===== src/rtl/mux_scan_sequencer.sv =====
// Scans every input of a 4:1-style mux: drives select/enable, waits a settle time per channel,
// samples Y into a shadow register and hands the assembled word off over valid/ready.
module mux_scan_sequencer #(
    parameter int unsigned SEL_W         = 2,
    parameter int unsigned SETTLE_CYCLES = 1
) (
    input  logic                  clk,
    input  logic                  rst_n,
    input  logic                  start_i,
    input  logic                  continuous_i,
    input  logic                  mux_y_i,
    output logic [SEL_W-1:0]      mux_s_o,
    output logic                  mux_e_o,
    output logic [(2**SEL_W)-1:0] data_out_o,
    output logic                  data_valid_o,
    input  logic                  data_ready_i,
    output logic                  busy_o
);

    localparam int unsigned NumCh = 2 ** SEL_W;
    localparam int unsigned CntW  = (SETTLE_CYCLES > 0) ? $clog2(SETTLE_CYCLES + 1) : 1;

    localparam logic [CntW-1:0]  CntReload = CntW'(SETTLE_CYCLES);
    localparam logic [SEL_W-1:0] LastCh    = SEL_W'(NumCh - 1);

    typedef enum logic [1:0] {
        StIdle,
        StSettle,
        StDone
    } state_e;

    state_e             state_q, state_d;
    logic [SEL_W-1:0]   sel_q, sel_d;
    logic               en_q, en_d;
    logic [CntW-1:0]    cnt_q, cnt_d;
    logic [NumCh-1:0]   shadow_q, shadow_d;
    logic [NumCh-1:0]   data_q, data_d;
    logic               valid_q, valid_d;

    // State and datapath registers; async reset clears everything including the partial word.
    always_ff @(posedge clk or negedge rst_n) begin
        if (!rst_n) begin
            state_q  <= StIdle;
            sel_q    <= '0;
            en_q     <= 1'b0;
            cnt_q    <= '0;
            shadow_q <= '0;
            data_q   <= '0;
            valid_q  <= 1'b0;
        end else begin
            state_q  <= state_d;
            sel_q    <= sel_d;
            en_q     <= en_d;
            cnt_q    <= cnt_d;
            shadow_q <= shadow_d;
            data_q   <= data_d;
            valid_q  <= valid_d;
        end
    end

    // Next-state logic: step channels, sample after settle, publish the word on the last channel.
    always_comb begin
        state_d  = state_q;
        sel_d    = sel_q;
        en_d     = en_q;
        cnt_d    = cnt_q;
        shadow_d = shadow_q;
        data_d   = data_q;
        valid_d  = valid_q;

        unique case (state_q)
            StIdle: begin
                if (start_i) begin
                    state_d = StSettle;
                    en_d    = 1'b1;
                    sel_d   = '0;
                    cnt_d   = CntReload;
                end
            end
            StSettle: begin
                if (cnt_q != '0) begin
                    cnt_d = cnt_q - CntW'(1);
                end else begin
                    shadow_d[sel_q] = mux_y_i;
                    if (sel_q != LastCh) begin
                        sel_d = sel_q + SEL_W'(1);
                        cnt_d = CntReload;
                    end else begin
                        // Publish the shadow with the final bit merged so no partial word shows.
                        state_d = StDone;
                        data_d  = shadow_d;
                        valid_d = 1'b1;
                    end
                end
            end
            StDone: begin
                if (data_ready_i) begin
                    valid_d = 1'b0;
                    sel_d   = '0;
                    if (continuous_i) begin
                        state_d = StSettle;
                        cnt_d   = CntReload;
                    end else begin
                        state_d = StIdle;
                        en_d    = 1'b0;
                    end
                end
            end
            default: begin
                state_d = StIdle;
            end
        endcase
    end

    assign mux_s_o      = sel_q;
    assign mux_e_o      = en_q;
    assign data_out_o   = data_q;
    assign data_valid_o = valid_q;
    assign busy_o       = (state_q != StIdle);

endmodule


===== config.mk =====
export PLATFORM = sky130hd
export DESIGN_NAME = mux_scan_sequencer
export DESIGN_NICKNAME = d
export VERILOG_FILES = /design/src/rtl/mux_scan_sequencer.sv
export SDC_FILE = /design/constraint.sdc
export NUM_CORES = 1
export LEC_CHECK = 0
export CORE_ASPECT_RATIO = 0.5
export CORE_MARGIN = 3
export CORE_UTILIZATION = 25
export DETAILED_ROUTE_END_ITERATION = 10
export GPL_TIMING_DRIVEN = 0
export PLACE_DENSITY = 0.49
export SLEW_MARGIN = 5
export SYNTH_ARGS = -nofsm -noshare
export SYNTH_HDL_FRONTEND = slang
export SYNTH_SLANG_ARGS = --single-unit

===== constraint.sdc =====
create_clock -name clk -period 2.28 [get_ports clk]
set_clock_uncertainty 0.2 [all_clocks]
set_input_delay 0.684 -clock clk [delete_from_list [all_inputs] [get_ports clk]]
set_output_delay 0.684 -clock clk [all_outputs]
set_load 0.005 [all_outputs]

==> metrics.cfg <==
[global_routing]
grt_pass1_wl_um=2680
grt_usage_pct=9.46
grt_max_degree=16
overflow=0
grt_pass1_vias=546
antenna_found_initial=0

[timing]
tightest_slew_ns=0.673
layout_min_cycle_time_ns=2.22
drv_slew=0
slew_headroom_pct=55.0
fin_crit_sh_pct=97.4
fin_tns_setup_ns=0
setup_viol=0
rsz0062_at_grt=no
fmax_ghz=0.450
hold_viol=0

[synthesis]
yosysWarnings=0
synth-edff-count=0
synth_area_leaders=dfrtp_1 (46%), ha_1 (7.7%), mux2i_1 (6.1%), mux2_1 (5.5%), a21oi_2 (4.3%)
synth_top_family_by_area=simple AND/OR/NAND/NOR gates
avgSynthCellArea_sq_um=11.3
synth_cells=72
synthMuxAreaShare_pct=11.7
synth_common_cells=dfrtp_1 (15), ha_1 (5), mux2i_1 (5)
synthXorXnorAreaFrac_pct=1.07
yosys.area_share.simple_pct=15.3
netlist_area_sq_um=816
synth_fp_nets=83
synth_compound_area_share_pct=13.5
synth_cell_type_count=30
yosysMostFrequentCell=dfrtp_1
synth-seq-cells=15
synth-main-ff-cell=dfrtp_1
yosys.area_share.adder_pct=7.67
synth-async-reset-ratio_pct=100
synth_seq_area_share_pct=46.0
synth_area_leader_cell=dfrtp_1
yosys.area.top_type_share_pct=46.0

[pwr]
ir_worst_vdd_mv=0.395
powerDensity_mw_per_mm2=1290
p_leak_uw=0.000451

[clocking]
cts.path.max_buffers=2
clk_pin_slew_ns=0.06
cts.htree.levels=1
cts_tree=done
cts_buffers=3
clock_latency_ns=0.25
hold_buffers=0
cts_sinks=15
root_buffer=clkbuf_8

[cells_and_area]
area.growth.synth_to_final_pct=31.9
final_cells=130
nNetsFinal=105
fillers=287
diodes=0
drive_gt1_share_pct=19.4

[detailed_routing]
dr.pass1.iters=2
antenna_left=0
met3_length_um=63
wl_met2_um=691
drc_errors=0
vias=589
wl_per_cell_um=12.3
vias_per_cell=4.53
dr.max_layer_used=met4
wl_met1_um=826
drt_iter0_markers=13
wl_um=1600

[die]
coreArea_sq_mm=0.00285
die_height_um=46.4
io_pins=15
rows=13
start_util_pct=28.7
die_area_sq_mm=0.00403
die_width_um=86.8

[critical_path]
cp_data_arrival_time_ns=1.34
worstSetupPathType=register to primary output
required_ns=1.40
endpoint_kind=primary output
crit_path_start_kind=register
crit_fanout=10

[place]
io_buffers=14
hpwl_um=1210
dpl.cell_count=123
gp_congestion=0.734

[run_status]
outcome=finished clean

[run]
cap_violations=0

[worst_hold_path]
min_path_type=register to register

-- worst max-delay path, cell delays in order, from the launching register on --
cell and delay, ns:
dfrtp_1 0.40, buf_6 0.16, or2_2 0.27, dlygate4sd2_1 0.26
-- path summary, 6_finish.rpt --
check	cells after the start	from	end	slack, ns
worst max-delay path	3	state_q[1]	busy_o	0.06
worst min-delay path	1	shadow_q[3]	shadow_q[3]	0.29
min in group asynchronous	1	rst_n	data_valid_o	0.64
worst max register to register	4	mux_s_o[1]	shadow_q[3]	0.45
max in group asynchronous	1	rst_n	mux_e_o	0.81
worst min register to register	1	shadow_q[3]	shadow_q[3]	0.29
-- repair_timing --
| item | in CTS | in global routing |
|---|---|---|
| resized for setup | 2 | 1 |
| setup endpoints to repair | 1 | 1 |
| buffers inserted | 0 | 3 |
-- kinds of logic after synthesis --
group,after synthesis
flip-flops,15
AND/OR/NAND/NOR,20
AO/OA/AOI/OAI,15
buffers and inverters,7
XOR/XNOR,1
multiplexers,9
adder cells (fa/ha/maj),5
-- through the flow --
stage	instance area [sq um]	hold WS (ns)	utilization [%]	power (uW)	worst slack (ns)
6_report	1080	0.286	37.8	1380	0.0596
4_1_cts	1050	0.291	36.9	1370	0.0156
2_1_floorplan	816	0.188	-	890	0.574
3_5_place_dp	1000	0.276	35.2	1150	0.0929
5_1_grt	1080	0.309	37.8	1510	0.00462
3_3_place_gp	1000	0.269	35.2	1130	0.0869
-- state kept, by name, summed over array words and instances (netlist names) --
register / count
shadow_q: 4
mux_e_o: 1
data_out_o: 4
mux_s_o: 2
data_valid_o: 1
cnt_q: 1
state_q: 2
-- report_power, final --
part	switching, uW	internal, uW	leakage, uW	total (uW)
Combinational	288	389	0.000253	677
Clock	96.5	121	0.0000255	218
Sequential	98.6	391	0.000173	489
-- cell usage in the layout (no fill, tap or decap), drive strengths merged, types with 2 or more instances in the layout --
cell type       n
a21oi           7
buf             6
clkbuf          3
clkdlybuf4s50  13
dfrtp          15
ha              5
inv             4
mux2            4
mux2i           5
nand2           2
nand2b          2
nand3           3
nor2            5
nor2b           3
nor3            2
-- area by class of cell --
class	count	area (sq um)	share of cell area [%]
inverters	4	15.0	1.40
multi-input cells	50	402	37.3
well taps	37	46.3	4.30
plain buffers	3	30.0	2.79
flip-flops and latches	15	375	34.9
clock inverters	1	5.00	0.465
clock buffers	3	41.3	3.84
repair buffers	17	161	15.0
-- per-layer routing --
layer  track usage, %  vias to the layer above
li1                 -                      295
met3             3.75                        2
met4             5.59                        0
met5                0                        -
met1             12.4                      278
met2             13.1                       14
No activity file was read; power rests on OpenSTA's default activity.
